[config.mk]
export PLATFORM = sky130hd
export DESIGN_NAME = mmio_lsu
export DESIGN_NICKNAME = d
export VERILOG_FILES = /design/src/rtl/mmio_pkg.sv /design/src/rtl/mmio_lane.sv /design/src/rtl/mmio_lsu.sv
export SDC_FILE = /design/constraint.sdc
export NUM_CORES = 1
export LEC_CHECK = 0
export ABC_CLOCK_PERIOD_IN_PS = 2850
export CAP_MARGIN = 20
export CORE_MARGIN = 2
export CORE_UTILIZATION = 44
export DETAILED_ROUTE_END_ITERATION = 10
export PLACE_DENSITY = 0.81
export SYNTH_ARGS = -nofsm -noshare
export SYNTH_HDL_FRONTEND = slang
export SYNTH_SLANG_ARGS = --single-unit
export TNS_END_PERCENT = 30
[constraint.sdc]
create_clock -name clk -period 2.85 [get_ports clk]
set_input_delay 0.57 -clock clk [delete_from_list [all_inputs] [get_ports clk]]
set_output_delay 0.57 -clock clk [all_outputs]
set_load 0.01 [all_outputs]
[src/rtl/mmio_pkg.sv]
`default_nettype none
// ============================================================================
//  Module      : mmio_pkg
//  Description : Shared encodings for the MMIO load/store unit: access
//                sizes, controller state encoding, channel-count ceiling.
//  Revision    : 1.0  initial release
// ============================================================================
package mmio_pkg;

    // Access size encodings carried on req_size
    localparam logic [1:0] SZ_BYTE = 2'd0;
    localparam logic [1:0] SZ_HALF = 2'd1;
    localparam logic [1:0] SZ_WORD = 2'd2;
    localparam logic [1:0] SZ_RSVD = 2'd3;

    // Largest number of slave channels the decoder supports
    localparam int CH_MAX = 8;

    // Controller states
    typedef enum logic [1:0] {
        ST_IDLE   = 2'd0,
        ST_ACCESS = 2'd1,
        ST_RESP   = 2'd2
    } state_t;

endpackage : mmio_pkg
`default_nettype wire

[src/rtl/mmio_lane.sv]
`default_nettype none
// ============================================================================
//  Module      : mmio_lane
//  Description : Byte-lane logic. Maps size + low address bits onto byte
//                enables, replicates store data across lanes and extracts /
//                extends load data. Purely combinational.
//  Revision    : 1.0  initial release
// ============================================================================
module mmio_lane
    import mmio_pkg::*;
(
    input  logic [1:0]  i_size,
    input  logic [1:0]  i_addr_lo,
    input  logic        i_unsigned,
    input  logic [31:0] i_wdata,
    input  logic [31:0] i_rdata,
    output logic [3:0]  o_be,
    output logic [31:0] o_wdata,
    output logic [31:0] o_rdata
);

    logic [7:0]  w_byte;
    logic [15:0] w_half;

    // Pick the addressed byte and halfword out of the returned word
    always_comb begin
        w_byte = i_rdata[7:0];
        case (i_addr_lo)
            2'd1:    w_byte = i_rdata[15:8];
            2'd2:    w_byte = i_rdata[23:16];
            2'd3:    w_byte = i_rdata[31:24];
            default: w_byte = i_rdata[7:0];
        endcase
        w_half = i_addr_lo[1] ? i_rdata[31:16] : i_rdata[15:0];
    end

    // Size-dependent enables, write replication and read extension;
    // the reserved size never reaches the channel so it yields all zeros
    always_comb begin
        o_be    = 4'b0000;
        o_wdata = 32'h0000_0000;
        o_rdata = 32'h0000_0000;
        case (i_size)
            SZ_BYTE: begin
                o_be    = 4'b0001 << i_addr_lo;
                o_wdata = {4{i_wdata[7:0]}};
                o_rdata = i_unsigned ? {24'h00_0000, w_byte}
                                     : {{24{w_byte[7]}}, w_byte};
            end
            SZ_HALF: begin
                o_be    = 4'b0011 << {i_addr_lo[1], 1'b0};
                o_wdata = {2{i_wdata[15:0]}};
                o_rdata = i_unsigned ? {16'h0000, w_half}
                                     : {{16{w_half[15]}}, w_half};
            end
            SZ_WORD: begin
                o_be    = 4'b1111;
                o_wdata = i_wdata;
                o_rdata = i_rdata;
            end
            default: begin
                o_be    = 4'b0000;
                o_wdata = 32'h0000_0000;
                o_rdata = 32'h0000_0000;
            end
        endcase
    end

endmodule : mmio_lane
`default_nettype wire

[src/rtl/mmio_lsu.sv]
`default_nettype none
// ============================================================================
//  Module      : mmio_lsu
//  Description : Single-outstanding load/store unit. Decodes a request onto
//                one of NUM_CH memory-mapped channels, waits for that
//                channel's ack (bounded by TIMEOUT) and returns aligned,
//                extended read data with an error flag.
//  Revision    : 1.0  initial release
// ============================================================================
module mmio_lsu
    import mmio_pkg::*;
#(
    parameter int                   NUM_CH  = 2,
    parameter logic [NUM_CH*32-1:0] CH_BASE = {32'h0003_2000, 32'h0000_0000},
    parameter logic [NUM_CH*32-1:0] CH_SIZE = {32'h0000_1000, 32'h0003_2000},
    parameter int                   TIMEOUT = 16
) (
    input  logic                 clk,
    input  logic                 rst,
    input  logic                 req_valid,
    output logic                 req_ready,
    input  logic                 req_we,
    input  logic [1:0]           req_size,
    input  logic                 req_unsigned,
    input  logic [31:0]          req_addr,
    input  logic [31:0]          req_wdata,
    output logic                 rsp_valid,
    input  logic                 rsp_ready,
    output logic [31:0]          rsp_rdata,
    output logic                 rsp_err,
    output logic [NUM_CH-1:0]    s_sel,
    output logic                 s_we,
    output logic [3:0]           s_be,
    output logic [31:0]          s_addr,
    output logic [31:0]          s_wdata,
    input  logic [NUM_CH*32-1:0] s_rdata,
    input  logic [NUM_CH-1:0]    s_ack
);

    localparam int CW = (TIMEOUT > 1) ? $clog2(TIMEOUT) : 1;

    state_t              r_state;
    state_t              w_state_nxt;

    logic [NUM_CH-1:0]   r_sel;
    logic                r_we;
    logic [1:0]          r_size;
    logic [1:0]          r_addr_lo;
    logic                r_unsigned;
    logic [31:0]         r_wdata;
    logic [31:0]         r_off;
    logic [CW-1:0]       r_cnt;
    logic [31:0]         r_rdata;
    logic                r_err;

    logic [NUM_CH-1:0]   w_hit;
    logic [31:0]         w_off;
    logic                w_req_err;
    logic                w_accept;
    logic                w_ack;
    logic                w_tmo;
    logic [31:0]         w_rd_sel;
    logic [3:0]          w_be;
    logic [31:0]         w_wrep;
    logic [31:0]         w_rd_ext;
    logic                w_in_access;

    // Address decode: scanning from the top index down lets the lowest
    // overlapping channel overwrite any higher hit
    always_comb begin
        w_hit = '0;
        w_off = 32'h0000_0000;
        for (int i = NUM_CH - 1; i >= 0; i--) begin
            if ((req_addr >= CH_BASE[32*i +: 32]) &&
                ((req_addr - CH_BASE[32*i +: 32]) < CH_SIZE[32*i +: 32])) begin
                w_hit    = '0;
                w_hit[i] = 1'b1;
                w_off    = req_addr - CH_BASE[32*i +: 32];
            end
        end
    end

    assign w_req_err = (w_hit == '0)
                     || (req_size == SZ_RSVD)
                     || ((req_size == SZ_HALF) && req_addr[0])
                     || ((req_size == SZ_WORD) && (req_addr[1:0] != 2'b00));

    assign w_accept    = req_valid && (r_state == ST_IDLE);
    assign w_in_access = (r_state == ST_ACCESS);
    assign w_ack       = |(s_ack & r_sel);
    assign w_tmo       = (r_cnt == CW'(TIMEOUT - 1));

    // Read data from the selected channel only
    always_comb begin
        w_rd_sel = 32'h0000_0000;
        for (int i = 0; i < NUM_CH; i++) begin
            if (r_sel[i]) begin
                w_rd_sel = w_rd_sel | s_rdata[32*i +: 32];
            end
        end
    end

    mmio_lane u_lane (
        .i_size     (r_size),
        .i_addr_lo  (r_addr_lo),
        .i_unsigned (r_unsigned),
        .i_wdata    (r_wdata),
        .i_rdata    (w_rd_sel),
        .o_be       (w_be),
        .o_wdata    (w_wrep),
        .o_rdata    (w_rd_ext)
    );

    // State register
    always_ff @(posedge clk) begin
        if (rst) begin
            r_state <= ST_IDLE;
        end else begin
            r_state <= w_state_nxt;
        end
    end

    // Next-state logic; an ack beats a simultaneous timeout
    always_comb begin
        w_state_nxt = r_state;
        case (r_state)
            ST_IDLE: begin
                if (req_valid) begin
                    w_state_nxt = w_req_err ? ST_RESP : ST_ACCESS;
                end
            end
            ST_ACCESS: begin
                if (w_ack || w_tmo) begin
                    w_state_nxt = ST_RESP;
                end
            end
            ST_RESP: begin
                if (rsp_ready) begin
                    w_state_nxt = ST_IDLE;
                end
            end
            default: w_state_nxt = ST_IDLE;
        endcase
    end

    // Request latch, wait counter and response capture
    always_ff @(posedge clk) begin
        if (rst) begin
            r_sel      <= '0;
            r_we       <= 1'b0;
            r_size     <= SZ_BYTE;
            r_addr_lo  <= 2'b00;
            r_unsigned <= 1'b0;
            r_wdata    <= 32'h0000_0000;
            r_off      <= 32'h0000_0000;
            r_cnt      <= '0;
            r_rdata    <= 32'h0000_0000;
            r_err      <= 1'b0;
        end else if (w_accept) begin
            r_sel      <= w_req_err ? '0 : w_hit;
            r_we       <= req_we;
            r_size     <= req_size;
            r_addr_lo  <= req_addr[1:0];
            r_unsigned <= req_unsigned;
            r_wdata    <= req_wdata;
            r_off      <= w_off;
            r_cnt      <= '0;
            r_rdata    <= 32'h0000_0000;
            r_err      <= w_req_err;
        end else if (w_in_access) begin
            if (w_ack) begin
                r_rdata <= r_we ? 32'h0000_0000 : w_rd_ext;
                r_err   <= 1'b0;
            end else if (w_tmo) begin
                r_rdata <= 32'h0000_0000;
                r_err   <= 1'b1;
            end else begin
                r_cnt   <= r_cnt + 1'b1;
            end
        end
    end

    // Channel-side outputs are live only while an access is in flight
    assign s_sel     = w_in_access ? r_sel : '0;
    assign s_we      = w_in_access && r_we;
    assign s_be      = w_in_access ? w_be : 4'b0000;
    assign s_addr    = w_in_access ? r_off : 32'h0000_0000;
    assign s_wdata   = w_in_access ? w_wrep : 32'h0000_0000;

    assign req_ready = (r_state == ST_IDLE);
    assign rsp_valid = (r_state == ST_RESP);
    assign rsp_rdata = rsp_valid ? r_rdata : 32'h0000_0000;
    assign rsp_err   = rsp_valid && r_err;

endmodule : mmio_lsu
`default_nettype wire

== After elaboration in Yosys (flattened, before gate mapping) ==
Cells that the tools add are included.

* $add $sub $neg: 2
* Shift operators: 2
* Muxes and demuxes: 31
* Bitwise gates (word level): 4
* Reductions and logical operators: 24
* Eq/ne operators: 14
* Order comparisons: 4

{| class="wikitable"
|+ Operators by type and width
! kind !! count
|-
| 32-bit two-way mux || 12
|-
| 32-bit case mux with 3 select lines || 2
|-
| 32-bit by 1-bit greater-or-equal comparator with 1-bit output (second input constant) || 1
|-
| 32-bit by 18-bit greater-or-equal comparator with 1-bit output (second input constant) || 1
|-
| 32-bit by 13-bit < comparator with 1-bit output (second input constant) || 1
|-
| 32-bit by 18-bit < comparator with 1-bit output (second input constant) || 1
|-
| 32-bit OR || 1
|-
| 32-bit by 18-bit subtractor with 32-bit output (second input constant) || 1
|-
| 8-bit case mux with 3 select lines || 1
|-
| 16-bit two-way mux || 1
|-
| 2-bit two-way mux || 8
|-
| 2-bit equality test (second input constant) || 6
|-
| 4-bit case mux with 3 select lines || 1
|-
| 2-bit by 1-bit equality test with 1-bit output (second input constant) || 4
|-
| 1-bit logical AND || 7
|-
| 2-bit zero test || 3
|-
| 2-bit case mux with 3 select lines || 1
|-
| 3-bit AND reduction || 2
|-
| 2-bit nonzero test || 3
|-
| 4-bit by 1-bit adder with 4-bit output (second input constant) || 1
|-
| 4-bit equality test (second input constant) || 1
|-
| 1-bit logical OR || 4
|-
| 1-bit two-way mux || 4
|-
| 4-bit two-way mux || 1
|-
| 9 further kinds || 13
|}

* Input port bits: 138
* Bits in registers: 111
* Logic and storage cells: 92

== Logic depth before layout (Yosys ltp) ==
Gate-level depths: netlist of the first run.

* Word-level depth: 12
* Depth in mapped cells: 9
* Mapped depth without buffers: 8

== Hierarchy ==
A second synthesis of the first run with hierarchy kept.

* Cells, all modules: 877
* Area, all modules: 6558.8 um^2

{| class="wikitable"
|+ Modules (own cells, without submodules)
! module !! area an instance (um^2) !! cells each !! instances
|-
| mmio_lsu || 5422.7 || 695 || 1
|-
| mmio_lane || 1136.1 || 182 || 1
|}

== Least setup slack after synthesis of the first run ==
Ideal clock, no wire load.

* Path type: in2reg
* From: in req_addr[15]
* To: reg r_state[1]
* Arrival time: 2404 ps
* Cell stages on the path: 8
* Data required time: 2736 ps
* Setup slack: 332 ps
* Path buffers: 2
* Path through: buf_6 o311a_4 nor4bb_2 xor2_1 a2111oi_2 o2111ai_2 buf_6 a21o_1

* Longest elaborated chain between the ends: 12
* Elaborated cells between the ends (all ways): 16

{| class="wikitable"
|+ Ends and longest elaborated chain
! element !! RTL line !! source
|-
| from (decl) || mmio_lsu.sv:25 || <nowiki>input logic [31:0] req_addr,</nowiki>
|-
| 32-bit by 18-bit subtractor with 32-bit output || mmio_lsu.sv:75 || <nowiki>((req_addr - CH_BASE[32*i +: 32]) < CH_SIZE[32*i +: 32])) begin</nowiki>
|-
| 32-bit by 13-bit < comparator with 1-bit output || mmio_lsu.sv:75 ||
|-
| 1-bit logical AND || mmio_lsu.sv:74 || <nowiki>if ((req_addr >= CH_BASE[32*i +: 32]) &&</nowiki>
|-
| 2-bit two-way mux || mmio_lsu.sv:74 ||
|-
| 2-bit two-way mux * || mmio_lsu.sv:74 ||
|-
| 2-bit zero test * || mmio_lsu.sv:83 || <nowiki>assign w_req_err = (w_hit == '0)</nowiki>
|-
| 1-bit logical OR * || mmio_lsu.sv:84 || <nowiki>|| (req_size == SZ_RSVD)</nowiki>
|-
| 1-bit logical OR * || mmio_lsu.sv:85 || <nowiki>|| ((req_size == SZ_HALF) && req_addr[0])</nowiki>
|-
| 1-bit logical OR * || mmio_lsu.sv:86 || <nowiki>|| ((req_size == SZ_WORD) && (req_addr[1:0] != 2'b00));</nowiki>
|-
| 2-bit two-way mux * || mmio_lsu.sv:129 || <nowiki>w_state_nxt = w_req_err ? ST_RESP : ST_ACCESS;</nowiki>
|-
| 2-bit two-way mux * || mmio_lsu.sv:128 || <nowiki>if (req_valid) begin</nowiki>
|-
| 2-bit case mux with 3 select lines * || mmio_lsu.sv:126 || <nowiki>case (r_state)</nowiki>
|-
| to (signal assigned) || mmio_lsu.sv:119 || <nowiki>r_state <= w_state_nxt;</nowiki>
|-
| to (decl) || mmio_lsu.sv:42 || <nowiki>state_t r_state;</nowiki>
|}

Mark *: on every way between the ends. The rest lies on a longest branch, timed or not. The select of a mux whose other input is x is not followed.
A chain may end at the register's enable or synchronous reset.

== Final worst setup path of the first run ==
* From: reg r_size[0]
* To: out s_be[3]

* Longest elaborated chain between the ends: 3
* Elaborated cells between the ends (all ways): 5

{| class="wikitable"
|+ Ends and longest elaborated chain
! element !! RTL line !! source
|-
| from (decl) || mmio_lsu.sv:47 || <nowiki>logic [1:0] r_size;</nowiki>
|-
| from (signal assigned) || mmio_lsu.sv:162 || <nowiki>r_size <= req_size;</nowiki>
|-
| 2-bit equality test, or another cell as far along || mmio_lane.sv:43 || <nowiki>case (i_size)</nowiki>
|-
| 4-bit case mux with 3 select lines * || mmio_lane.sv:43 ||
|-
| 4-bit two-way mux * || mmio_lsu.sv:186 || <nowiki>assign s_be = w_in_access ? w_be : 4'b0000;</nowiki>
|-
| to (decl) || mmio_lsu.sv:33 || <nowiki>output logic [3:0] s_be,</nowiki>
|}

Mark *: on every way between the ends. The rest lies on a longest branch, timed or not.

==> reports/summary.txt, run 1 <==
Status: complete, no violations
Clock Path Buffers: 2
FILL cells: 1,234
Synth warn: 0
Endpoints failing hold: 0
Achievable Freq: 0.371 GHz
Syn avg cell area: 7.32 µm²
Vias per cell: 5.52
Max-cap violations: 0
Logic pwr share: 18.0%
Final wirelength: 20.9 mm
First-pass DRT Iterations: 5
Synth Cell Area: 6180 µm²
Leakage: 3.24 nW
Fin crit share: 94.6%
Relative slew slack: 52.8%
Clk pin slew, worst setup/hold paths: 0.07 ns
Clock Latency Late Sink: 0.35 ns
Required @ worst endpoint: 2.28 ns
Vias in the first global route: 6,403
Gpl congestion: 0.978
Die area: 15,000 µm²
CTS hold repair buffers: 0
DR iter-0 viols: 606
Final setup fails: 0
Sw Ratio: 28.0%
Ys async rst share: 0%
Type of origin of the critical path: flop
Clk root buf: clkbuf_16
Area Overhead vs Synth: 49.1%
Largest net degree at the start of global routing: 47
Initial antenna violation count: 0
Max FO, Critical Path: 10
Part of the power in the clock network: 35.0%
First-pass GRT wire length: 32.1 mm
Share of cells above drive strength 1: 8.63%
ANT nets after route: 0
Tmin final: 2.70 ns
Pint: 0.00251 W
Hold Crit Class: flop to flop
RSZ-0062 raised after global routing: false
Final worst slack: 0.154 ns
Distinct cells, synth: 56
Num ports: 244
Multi-input logic area: 3680 µm²
DRC viols: 0
Yosys reg bits: 111
# diodes: 0
Drt wl/cell: 16.6 µm
Die Wd: 122 µm
GRT Total Usage: 27.0%
Top_reg_cell synth: dfxtp_1
H-tree depth: 3
Clk sinks: 111
Total core area: 13,800 µm²
Std-Cell Rows: 43
VDD IR max: 0.000289 V
TritonCTS Buffers: 9
Top post-synthesis cells by area: dfxtp_1 (36%), nand2_1 (8.5%), a21oi_1 (8.3%)
Synth top area share: 36.0%
Clock skew: 0.0114 ns
PortBufs: 243
Die Y-Extent: 122 µm
Yosys top cell by area: dfxtp_1
Fin. max-slew vios: 0
Total grt overflow: 0
Mapped Nets: 984
WS Path Type: flop to output port
Nature of the critical path endpoint: output port
Pre-CTS setup slack: -0.111 ns
Slew @ Worst Pin: 0.708 ns
Inst Count DP: 1,242
Vias: 6,947
CTS tree: done
Starting Density: 44.8%
Arr. time, crit path: 2.13 ns
Layout net count: 1,213
Finished Layout Cells: 1,258
Sequential fraction of the synthesis area: 36.0%
Post-DP HPWL: 15.8 mm
Register Area: 2220 µm²
EDFF count, synth: 0
Final design utilization: 66.9%
Setup tns final: 0 ns
Cell count after synthesis: 844
Pwr/cell area: 378 nW/µm²
Seq pwr share: 47.0%
Net switching power: 0.000976 W
-- repair_timing --
item / CTS / global route
resized for setup: 0 / 1
buffers inserted: 0 / 0
endpoints found under the hold margin: 0 / 0
setup endpoints to repair: 0 / 8
-- critical path, cell delays in order, from the launching register on --
cell and delay, ns:
dfxtp_1 0.39, buf_4 0.20, nand2_1 0.23, nand2_1 0.21, a21oi_1 0.17, clkdlybuf4s50_1 0.59
-- synthesized netlist by cell type (4+ instances only) --
library cell and n:
and2_1 80, a22o_1 8, a21boi_1 5, buf_2 7
a21oi_1 103, o21a_1 8, buf_1 4, and3_1 18
a22oi_1 34, o22ai_1 9, o21ai_2 9, nor3_1 16
nor2b_1 20, a32oi_1 13, nand2_1 140, nand3_1 9
dfxtp_1 111, mux2_2 9, clkbuf_1 56, inv_1 5
nor2_1 83, o21ai_1 16, o21ai_0 32
-- metal layers --
| layer | GRT usage [%] | share of wire [%] | up-vias |
|---|---|---|---|
| li1 | - | - | 3385 |
| met1 | 32.9 | 40 | 3191 |
| met2 | 45.5 | 47 | 327 |
| met3 | 7.25 | 10 | 44 |
| met4 | 9.99 | 2.8 | 0 |
| met5 | 0 | 0 | - |
-- cell usage in the layout, fill, tap and decap left out, drive strengths merged, types with 3 or more instances in the layout --
cell           instances
nand3                  9
o21ai                 57
nand2                140
a22o                   8
nor2                  83
a21oi                103
nand2b                 3
and3                  18
o22ai                  9
a21boi                 7
clkinv                 3
a22oi                 34
clkbuf                10
nor4                   4
buf                   45
dfxtp                111
nor2b                 20
o21a                   8
clkdlybuf4s50        242
nor3                  17
and2                  80
a32oi                 13
mux2                   9
xor2                   3
inv                    7
-- worst paths after layout --
path                              endpoint  slack [ns]  depth (start not counted)                startpoint
setup reg to reg  r_rdata[17]$_SDFFE_PP0P_        0.51                          7     r_sel[0]$_SDFFE_PP0P_
setup / recovery                   s_be[3]        0.15                          5    r_size[0]$_SDFFE_PP0P_
hold reg to reg   r_rdata[16]$_SDFFE_PP0P_        0.45                          2  r_rdata[16]$_SDFFE_PP0P_
hold / removal    r_rdata[16]$_SDFFE_PP0P_        0.45                          2  r_rdata[16]$_SDFFE_PP0P_
-- stage by stage --
stage | cell area (µm²) | hold slack (ns) | power (W)
after CTS | 9210 | 0.450 | 0.00350
after global routing | 9210 | 0.463 | 0.00363
after floorplan | 6180 | 0.421 | 0.00195
final | 9210 | 0.448 | 0.00348
after global placement | 8930 | 0.434 | 0.00228
after detailed placement | 8930 | 0.437 | 0.00229
-- layout make-up --
cell class	instances	area share [%]
Multi-Input combinational cell	658	39.9
Timing Repair Buffer	287	30.2
Sequential cell	111	24.1
Clock buffer	10	2.49
Tap cell	180	2.44
Clock inverter	6	0.570
Inverter	6	0.244
-- power by group through the flow --
stage               Clock (W)  Sequential (W)  Combinational (W)
floorplan                   0         0.00165           0.000296
global placement            0         0.00167           0.000614
detailed placement          0         0.00167           0.000622
CTS                   0.00124         0.00164           0.000626
global route          0.00130         0.00164           0.000684
finish                0.00122         0.00164           0.000626
-- kinds of logic after synthesis --
kind of cell,synth area share (%)
AND/OR/NAND/NOR,30.2
AO/OA/AOI/OAI,25.8
flip-flops,36.0
buffers and inverters,4.94
multiplexers,1.96
XOR/XNOR,0.709
adder cells (fa/ha/maj),0.405
-- registers in the layout, indices dropped and copies added (netlist names) --
name	cells
r_wdata	32
r_sel	2
r_addr_lo	2
r_rdata	32
r_unsigned	1
r_err	1
r_state	2
r_cnt	4
r_we	1
r_size	2
r_off	32
Note: power is estimated with default switching activity, not from simulation.
==> run 2, diff against run 1 <==
--- a/config.mk
+++ b/config.mk
@@ -5,13 +5,13 @@
 export SDC_FILE = /design/constraint.sdc
 export NUM_CORES = 1
 export LEC_CHECK = 0
-export ABC_CLOCK_PERIOD_IN_PS = 2850
+export ABC_CLOCK_PERIOD_IN_PS = 3300
 export CAP_MARGIN = 20
 export CORE_MARGIN = 2
-export CORE_UTILIZATION = 44
+export CORE_UTILIZATION = 48
 export DETAILED_ROUTE_END_ITERATION = 10
-export PLACE_DENSITY = 0.81
+export PLACE_DENSITY = 0.87
 export SYNTH_ARGS = -nofsm -noshare
 export SYNTH_HDL_FRONTEND = slang
 export SYNTH_SLANG_ARGS = --single-unit
-export TNS_END_PERCENT = 30
+export TNS_END_PERCENT = 5
==> constraint.sdc (replaced) <==
create_clock -name clk -period 3.3 [get_ports clk]
set_input_delay 0.66 -clock clk [delete_from_list [all_inputs] [get_ports clk]]
set_output_delay 0.66 -clock clk [all_outputs]
set_load 0.01 [all_outputs]
==> run 2 against run 1 <==
Against the previous run:
- clock power down 8%
- flip-flop and latch count unchanged
- cell count shrank 1.8%
- via count is 0.17% higher
- routed wire length decreased by 0.35%
- critical path type unchanged
- largest power group unchanged
- highest routed layer unchanged
==> reports/summary.txt, run 2 (synthesis results as in run 1) <==
Status: complete, no violations
Worst r2r src: r_sel[0]$_SDFFE_PP0P_
Std-Cell Rows: 41 (-4.7%)
Clock skew: 0.0106 ns (-0.000743 ns)
Share of cells above drive strength 1: 7.43% (-1.2 points)
Max-cap violations: 0 (unchanged)
Clock Latency Late Sink: 0.36 ns (about the same)
Arr. time, crit path: 2.44 ns (+0.31 ns)
PortBufs: 243 (unchanged)
Vias per cell: 5.63 (+2.0%)
Reg2Reg Depth: 8 (+1)
Critical-path cell list: inv_1 -> nand2_1 -> nand2_1 -> a22oi_1 -> nor2_1 -> clkdlybuf4s50_1
Die area: 13,800 µm² (-8.1%)
Relative slew slack: 34.5% (-18 points)
H-tree depth: 3 (unchanged)
GRT Total Usage: 29.2% (+2.2 points)
WS Path Type: flop to output port
Multi-input logic area: 3680 µm² (unchanged)
VDD IR max: 0.000225 V (-22%)
R2R setup slack: 0.85 ns (+0.34 ns)
Register Area: 2220 µm² (unchanged)
# resized after CTS: 0 (unchanged)
CTS hold repair buffers: 0 (unchanged)
Top Layer Used: met4
Slowest CP cell: clkdlybuf4s50_1
First-pass DRT Iterations: 7 (+2)
WL met2: 9.78 mm (+0.22%)
WHS Endpoint: r_off[31]$_SDFFE_PP0P_
Clk root buf: clkbuf_16
Worst Setup SP: r_size[1]$_SDFFE_PP0P_
Clk sinks: 111 (unchanged)
Largest net degree at the start of global routing: 50 (+6.4%)
Endpoints failing hold: 0 (unchanged)
Final worst slack: 0.203 ns (+0.0488 ns)
ANT nets after route: 0 (unchanged)
DR iter-0 viols: 547 (-9.7%)
Hold Crit Class: flop to flop
Final wirelength: 20.8 mm (-0.35%)
Biggest regs: r_off (32), r_rdata (32), r_wdata (32)
Tmin final: 3.10 ns
Setup tns final: 0 ns (unchanged)
Clock Path Buffers: 2 (unchanged)
Fin crit share: 93.8%
Min-delay src: r_off[31]$_SDFFE_PP0P_
Final design utilization: 72.3% (+5.4 points)
Total core area: 12,600 µm² (-8.7%)
Vias in the first global route: 6,422 (+0.30%)
Pwr/cell area: 338 nW/µm² (-11%)
Drt wl/cell: 16.8 µm (+1.5%)
Worst R2R End: r_rdata[30]$_SDFFE_PP0P_
Layout net count: 1,198 (-1.2%)
Slew @ Worst Pin: 0.983 ns (+0.275 ns)
RSZ-0062 raised after global routing: false
Postcts setup bufs: 0 (unchanged)
CP dominant cell by count: nand2_1
Leakage: 3.18 nW (-1.9%)
Initial antenna violation count: 0 (unchanged)
Worst hold slack: 0.449 ns (+0.00153 ns)
Post-DP HPWL: 15.3 mm (-3.3%)
Required @ worst endpoint: 2.64 ns (+0.36 ns)
Nature of the critical path endpoint: output port
Wl on met1: 8.51 mm (+1.2%)
Pre-CTS setup slack: 0.123 ns (+0.234 ns)
Clk pin slew, worst setup/hold paths: 0.08 ns (about the same)
Hold Path Cell Cnt: 1 (-1)
Inst Count DP: 1,219 (-1.9%)
Fin. max-slew vios: 0 (unchanged)
Total grt overflow: 0 (unchanged)
Slowest stage delay, CP: 0.55 ns (-0.04 ns)
Final setup fails: 0 (unchanged)
Finished Layout Cells: 1,235 (-1.8%)
FILL cells: 1,022 (-17%)
Most frequent cells in the layout: clkdlybuf4s50_1 (242), nand2_1 (139), dfxtp_1 (110)
Achievable Freq: 0.323 GHz
Max FO, Critical Path: 12 (+2)
Vias: 6,959 (+0.17%)
Die Wd: 117 µm (-4.1%)
First-pass GRT wire length: 33.1 mm (+3.2%)
# diodes: 0 (unchanged)
Routed wl met3: 1.90 mm (-10%)
Starting Density: 49.1% (+4.3 points)
Commonest non-fill, non-tap cell in the layout: clkdlybuf4s50_1
Num ports: 244 (unchanged)
DRC viols: 0 (unchanged)
Area Overhead vs Synth: 47.1%
Gpl congestion: 0.923 (-5.6%)
Type of origin of the critical path: flop
Die Y-Extent: 117 µm (-4.1%)
CTS tree: done
TritonCTS Buffers: 9 (unchanged)
[run 2: cell types whose count changed in the layout (fill, tap and decap cells not counted)]
| cell | change |
|---|---|
| buf_12 | -2 |
| clkbuf_1 | -1 |
| clkinv_2 | +1 |
| bufinv_16 | +1 |
| clkinvlp_4 | -1 |
| buf_4 | -13 |
[run 2: metal layers]
layer  up-vias  GRT usage, %
met5         -             0
met4         0          11.9
met3        42          7.83
met2       333          47.8
met1      3234          36.4
li1       3350             -
[run 2: where the power goes]
group / internal (W) / switching (W)
clock: 0.000599 / 0.000526
combinational: 0.000252 / 0.000277
sequential: 0.00138 / 0.0000371
total: 0.00223 / 0.000840
[run 2: worst max-delay path: cells and delay by family (launching register included)]
family / cells / cell delay, ns
flops: 1 / 0.45
compound gates: 1 / 0.27
simple gates: 3 / 0.70
buf+inv: 2 / 0.66
[run 2: how the worst max path moves through the flow]
stage                                          to
after floorplan           r_state[1]$_SDFFE_PP0P_
after global placement      r_off[0]$_SDFFE_PP0P_
after detailed placement    r_off[7]$_SDFFE_PP0P_
after CTS                              s_wdata[8]
after global routing                  s_wdata[15]
final                                  s_wdata[8]
[run 2: metrics by stage]
stage / instance area, µm² / total power, W
detailed placement: 8780 / 0.00197
CTS: 9090 / 0.00308
finish: 9090 / 0.00307
global route: 9090 / 0.00320
floorplan: 6180 / 0.00168
global placement: 8780 / 0.00196
[run 2: layout make-up]
cell class	instances	share of cell area (%)
clock buffers	9	2.48
clock inverters	7	0.881
inverters	6	0.248
multi-input cells	658	40.5
flip-flops and latches	111	24.5
well taps	172	2.37
repair buffers	272	29.1
==> run 3, diff against run 2 <==
--- a/config.mk
+++ b/config.mk
@@ -14,4 +14,4 @@
 export SYNTH_ARGS = -nofsm -noshare
 export SYNTH_HDL_FRONTEND = slang
 export SYNTH_SLANG_ARGS = --single-unit
-export TNS_END_PERCENT = 5
+export TNS_END_PERCENT = 1
==> results of run 3 <==
The final DEF is identical to that of run 2; final timing and power are the same.
